<file path="src/rtl/inst_encoder.sv">
// inst_encoder: packs decoded instruction fields into 19-bit words and streams
// them into instruction memory from a programmable base address, one word per
// address. Illegal bundles are consumed, dropped and flagged on err.
module inst_encoder #(
    parameter int unsigned ADDR_W = 8
) (
    input  logic              clk,
    input  logic              rst_n,
    input  logic              start,
    input  logic [ADDR_W-1:0] base_addr,
    input  logic [ADDR_W-1:0] length,
    input  logic              abort,
    input  logic              in_valid,
    output logic              in_ready,
    input  logic [4:0]        in_opcode,
    input  logic [3:0]        in_rs1,
    input  logic [3:0]        in_rs2,
    input  logic [3:0]        in_rd,
    input  logic [13:0]       in_imm,
    input  logic [5:0]        in_boff,
    output logic              mem_we,
    output logic [ADDR_W-1:0] mem_addr,
    output logic [18:0]       mem_wdata,
    input  logic              mem_ack,
    output logic              busy,
    output logic              done,
    output logic              err
);

    localparam int unsigned WORD_W = 19;

    typedef enum logic [1:0] {
        S_IDLE = 2'd0,
        S_RUN  = 2'd1,
        S_DONE = 2'd2
    } state_e;

    state_e              state_q, state_d;
    logic [ADDR_W-1:0]   base_q, base_d;
    logic [ADDR_W-1:0]   len_q, len_d;
    logic [ADDR_W-1:0]   cnt_q, cnt_d;
    logic                we_q, we_d;
    logic [ADDR_W-1:0]   addr_q, addr_d;
    logic [WORD_W-1:0]   data_q, data_d;
    logic                err_q, err_d;
    logic                busy_q, busy_d;
    logic                done_q, done_d;

    logic [WORD_W-1:0]   word_c;
    logic                legal_c;
    logic                accept_c;

    // Field packing and legality check for the bundle currently on the inputs
    always_comb begin
        word_c        = '0;
        legal_c       = 1'b1;
        word_c[18:14] = in_opcode;
        if (in_opcode < 5'd10) begin
            word_c[13:10] = in_rs1;
            word_c[9:6]   = in_rs2;
            word_c[5:2]   = in_rd;
        end else if (in_opcode < 5'd12) begin
            word_c[13:10] = in_rs1;
            word_c[9:6]   = in_rs2;
            word_c[5:0]   = in_imm[5:0];
            legal_c       = (in_imm[13:6] == 8'd0);
        end else if (in_opcode < 5'd14) begin
            word_c[13:10] = in_rs1;
            word_c[9:6]   = in_rs2;
            word_c[5:0]   = in_boff;
        end else if (in_opcode < 5'd16) begin
            word_c[13:0]  = in_imm;
        end else begin
            legal_c       = 1'b0;
        end
    end

    // Ready depends on mem_ack so an acking edge can reload the output register
    assign in_ready = (state_q == S_RUN) && (cnt_q < len_q) && (!we_q || mem_ack);
    assign accept_c = in_ready && in_valid && !abort;

    // Next-state logic: burst control, output register load/drain, abort override
    always_comb begin
        state_d = state_q;
        base_d  = base_q;
        len_d   = len_q;
        cnt_d   = cnt_q;
        we_d    = we_q;
        addr_d  = addr_q;
        data_d  = data_q;
        err_d   = 1'b0;

        if (we_q && mem_ack) begin
            we_d = 1'b0;
        end

        case (state_q)
            S_IDLE: begin
                if (start) begin
                    state_d = S_RUN;
                    base_d  = base_addr;
                    len_d   = length;
                    cnt_d   = '0;
                end
            end
            S_RUN: begin
                if (accept_c) begin
                    if (legal_c) begin
                        we_d   = 1'b1;
                        addr_d = ADDR_W'(base_q + cnt_q);
                        data_d = word_c;
                        cnt_d  = ADDR_W'(cnt_q + ADDR_W'(1));
                    end else begin
                        err_d  = 1'b1;
                    end
                end
                if ((cnt_q == len_q) && !we_q) begin
                    state_d = S_DONE;
                end
            end
            S_DONE: begin
                state_d = S_IDLE;
            end
            default: begin
                state_d = S_IDLE;
            end
        endcase

        if (abort) begin
            state_d = S_IDLE;
            we_d    = 1'b0;
            addr_d  = '0;
            data_d  = '0;
            err_d   = 1'b0;
        end

        busy_d = (state_d == S_RUN);
        done_d = (state_d == S_DONE);
    end

    // State and registered outputs
    always_ff @(posedge clk or negedge rst_n) begin
        if (!rst_n) begin
            state_q <= S_IDLE;
            base_q  <= '0;
            len_q   <= '0;
            cnt_q   <= '0;
            we_q    <= 1'b0;
            addr_q  <= '0;
            data_q  <= '0;
            err_q   <= 1'b0;
            busy_q  <= 1'b0;
            done_q  <= 1'b0;
        end else begin
            state_q <= state_d;
            base_q  <= base_d;
            len_q   <= len_d;
            cnt_q   <= cnt_d;
            we_q    <= we_d;
            addr_q  <= addr_d;
            data_q  <= data_d;
            err_q   <= err_d;
            busy_q  <= busy_d;
            done_q  <= done_d;
        end
    end

    assign mem_we    = we_q;
    assign mem_addr  = addr_q;
    assign mem_wdata = data_q;
    assign err       = err_q;
    assign busy      = busy_q;
    assign done      = done_q;

endmodule
</file>
<file path="config.mk">
export PLATFORM = sky130hd
export DESIGN_NAME = inst_encoder
export DESIGN_NICKNAME = d
export VERILOG_FILES = /design/src/rtl/inst_encoder.sv
export SDC_FILE = /design/constraint.sdc
export NUM_CORES = 1
export LEC_CHECK = 0
export ABC_CLOCK_PERIOD_IN_PS = 6800
export BUFFER_PORTS_ARGS = -buffer_cell sky130_fd_sc_hd__buf_2
export CAP_MARGIN = 20
export CORE_MARGIN = 2
export CORE_UTILIZATION = 44
export DETAILED_ROUTE_END_ITERATION = 12
export HOLD_SLACK_MARGIN = 0.03
export PLACE_DENSITY = 0.72
export SLEW_MARGIN = 20
export SYNTH_ARGS = -nofsm -noshare
export SYNTH_HDL_FRONTEND = slang
export SYNTH_SLANG_ARGS = --single-unit
</file>
<file path="constraint.sdc">
create_clock -name clk -period 6.8 [get_ports clk]
set_clock_uncertainty 0.2 [all_clocks]
set_input_delay 0.34 -clock clk [delete_from_list [all_inputs] [get_ports clk]]
set_output_delay 0.34 -clock clk [all_outputs]
set_load 0.02 [all_outputs]
</file>
==> flow_summary.toml <==
[drt]
drtIter0Drc = 141
drc = 0
drt-total-wl_mm = 7.12
detail_route.vias_per_cell = 5.17
firstDrtPassIters = 4
vias = 2610
detail-route-antenna-nets = 0
post_drt_wl_per_cell_um = 14.1

[cts]
clock_path_buffers = 2
clk_pin_slew_ns = 0.06
cts-resized-gates = 0
cts_made_buffers = 9
cts_tree = "done"
cts_sinks = 57
htreeDepth = 3
cts-root-buf = "clkbuf_8"
insertion_delay_ns = 0.34
cts-hold-fix-buffers = 18
post_cts_buffers = 0

[logic_synthesis]
synth_common_cells = "nand2_1, dfrtp_1, o21ai_0, ha_1, inv_1"
yosysUniqueCellTypes = 49
synthesis.area_um2 = 2980
ys_warn_count = 0
synth_top_area_share_pct = 47.8
synth.most_common_cell = "nand2_1"
ys_seq_area_share_pct = 47.8
avgSynthCellArea_um2 = 9.59
ys_seq_elements = 57
synth_largest_area_cell = "dfrtp_1"
async_reset_ff_share_pct = 100
synth_flop_cell = "dfrtp_1"
synth_edf_count = 0
synth.net_count = 387
synth_cells = 311
synth_area_leaders = "dfrtp_1, nand2_1, ha_1"

[global_route]
grtUsageMet1_pct = 25.4
grt_pass1_wl_mm = 11.7
grt_busiest_layer = "met2"
antenna_found_initial = 0
met2_usage_pct = 32.4
grt_usage_pct = 20.2
grt_max_degree = 58
overflow = 0
grt_pass1_vias = 2525
grt_use_met3_pct = 5.43

[power]
intPower_uw = 589
seqPwrFrac_pct = 45.8
p_total_uw = 808
p_switching_uw = 219
comb_power_share_pct = 16.0
swShare_pct = 27.1
ir_drop_v = 0.000108
power_leakage_uw = 0.00201
clock_power_share_pct = 38.2
powerDensity_nw_per_um2 = 209

[sta]
setup_tns_ns = 0
worstMarginPinSlew_ns = 0.807
setup_violations = 0
fin_crit_sh_pct = 39.8
min_period_ns = 2.71
rsz0062_at_grt = "no"
hold_violations = 0
maxSlewHeadroom_pct = 46.2
finalMaxSlewViolations = 0
timing.fmax_mhz = 369

[layout]
area_growth_pct = 29.6
postLayoutCellArea_um2 = 3860
nets = 496
layout-drive-gt1-share_pct = 28.2
antennaDiodeCount = 0

[setup_path]
critical_path_arrival_ns = 2.73
cp.required_ns = 6.82
worst_setup_path_start_kind = "register"
path_class = "reg2reg"
cp_max_fo = 14
cp-end-kind = "register"

[place]
post_dp_cell_area_um2 = 3490
port_buffers = 90
dpl.hpwl_mm = 5.25
gp_congestion = 0.795

[run_status]
status = "finished clean"

[floorplan]
placementRows = 30
start_util_pct = 44.6
die_w_um = 86.3
dieArea_um2 = 7450
core-area_um2 = 6680
ioPinCount = 91
dieHeight_um = 86.3

[flow_run]
maxCapViolCount = 0

[worst_hold_path]
hold_path_class = "in2reg"
==> metal layers <==
metal / part of all wire [%] / routed length (um)
met2: 45 / 3180
met1: 46 / 3250
met3: 7.2 / 510
met5: 0 / 0
met4: 2.6 / 183
==> power by group through the flow <==
stage / clock network, uW / registers, uW / logic [uW]
after floorplan: 0 / 379 / 69.3
after global placement: 0 / 375 / 120
after detailed placement: 0 / 376 / 123
after CTS: 317 / 370 / 131
after global routing: 335 / 371 / 147
final: 308 / 370 / 130
==> cell usage in the layout, fill, tap and decap left out, types with 2 or more instances in the layout <==
cell type / n
dfrtp_1: 57
o211ai_1: 2
nor3b_1: 7
nand4_1: 3
o21bai_1: 2
mux2i_1: 7
dlygate4sd3_1: 18
o21ai_1: 6
nor4_2: 2
a32o_1: 2
a21o_1: 2
nand3_1: 5
nand2b_1: 2
nand2_1: 73
o31ai_2: 3
ha_1: 16
buf_4: 3
a21oi_1: 13
o22ai_1: 4
inv_1: 14
and3_1: 3
buf_2: 90
nor2_1: 10
nor3_1: 5
a22o_1: 6
o21ai_0: 25
xnor2_1: 4
and2_1: 3
clkbuf_8: 10
clkinv_2: 4
xor2_1: 3
==> cell type report <==
| type | instances | area [um^2] |
|---|---|---|
| Fill cell | 609 | 2820 |
| Multi-Input combinational cell | 227 | 1440 |
| Sequential cell | 57 | 1430 |
| Timing Repair Buffer | 111 | 653 |
| Clock buffer | 10 | 138 |
| Tap cell | 80 | 100 |
| Clock inverter | 6 | 57.6 |
| Inverter | 14 | 52.6 |
==> sequential cells by signal, indices dropped and copies added, names as in the netlist <==
signal / count
base_q: 8
done: 1
len_q: 8
busy: 1
mem_we: 1
cnt_q: 8
mem_addr: 8
err: 1
state_q: 2
mem_wdata: 19
==> worst paths after layout <==
path / from / end / slack (ns) / cells after the start
max: cnt_q[1] / cnt_q[6] / 4.09 / 7
min: in_rs2[2] / mem_wdata[8] / 0.11 / 3
max reg2reg: cnt_q[1] / cnt_q[6] / 4.09 / 7
min reg2reg: mem_wdata[9] / mem_wdata[9] / 0.28 / 2
max in group asynchronous: rst_n / cnt_q[5] / 5.47 / 3
min in group asynchronous: rst_n / mem_wdata[13] / 0.47 / 3
==> stage by stage <==
| step | hold slack (ns) | worst slack (ns) | cells | utilization [%] |
|---|---|---|---|---|
| final | 0.106 | 4.09 | 505 | 57.8 |
| after global routing | 0.0986 | 3.89 | 505 | 57.8 |
| after CTS | 0.0900 | 4.08 | 505 | 57.8 |
| after detailed placement | 0.270 | 4.08 | 471 | 52.2 |
| after global placement | 0.259 | 4.19 | 471 | 52.2 |
| after floorplan | -0.156 | 4.50 | 311 | - |
==> critical path, stage by stage, from the launching register on <==
cell and delay (ns):
dfrtp_1 0.47, ha_1 0.33, nor2b_1 0.14, o211ai_1 0.15
a21oi_1 0.18, nor4b_4 0.74, nand4_1 0.21, mux2i_1 0.16
==> kinds of logic after synthesis <==
group           count (synthesis)  share of synthesized area [%]
xor+xnor                        7                           2.06
compound gates                 72                           15.4
flops                          57                           47.8
buf+inv                        27                           3.94
mux                             8                           2.73
fa+ha+maj                      17                           7.39
simple gates                  123                           20.6
Power figures use the tool's default switching activity.
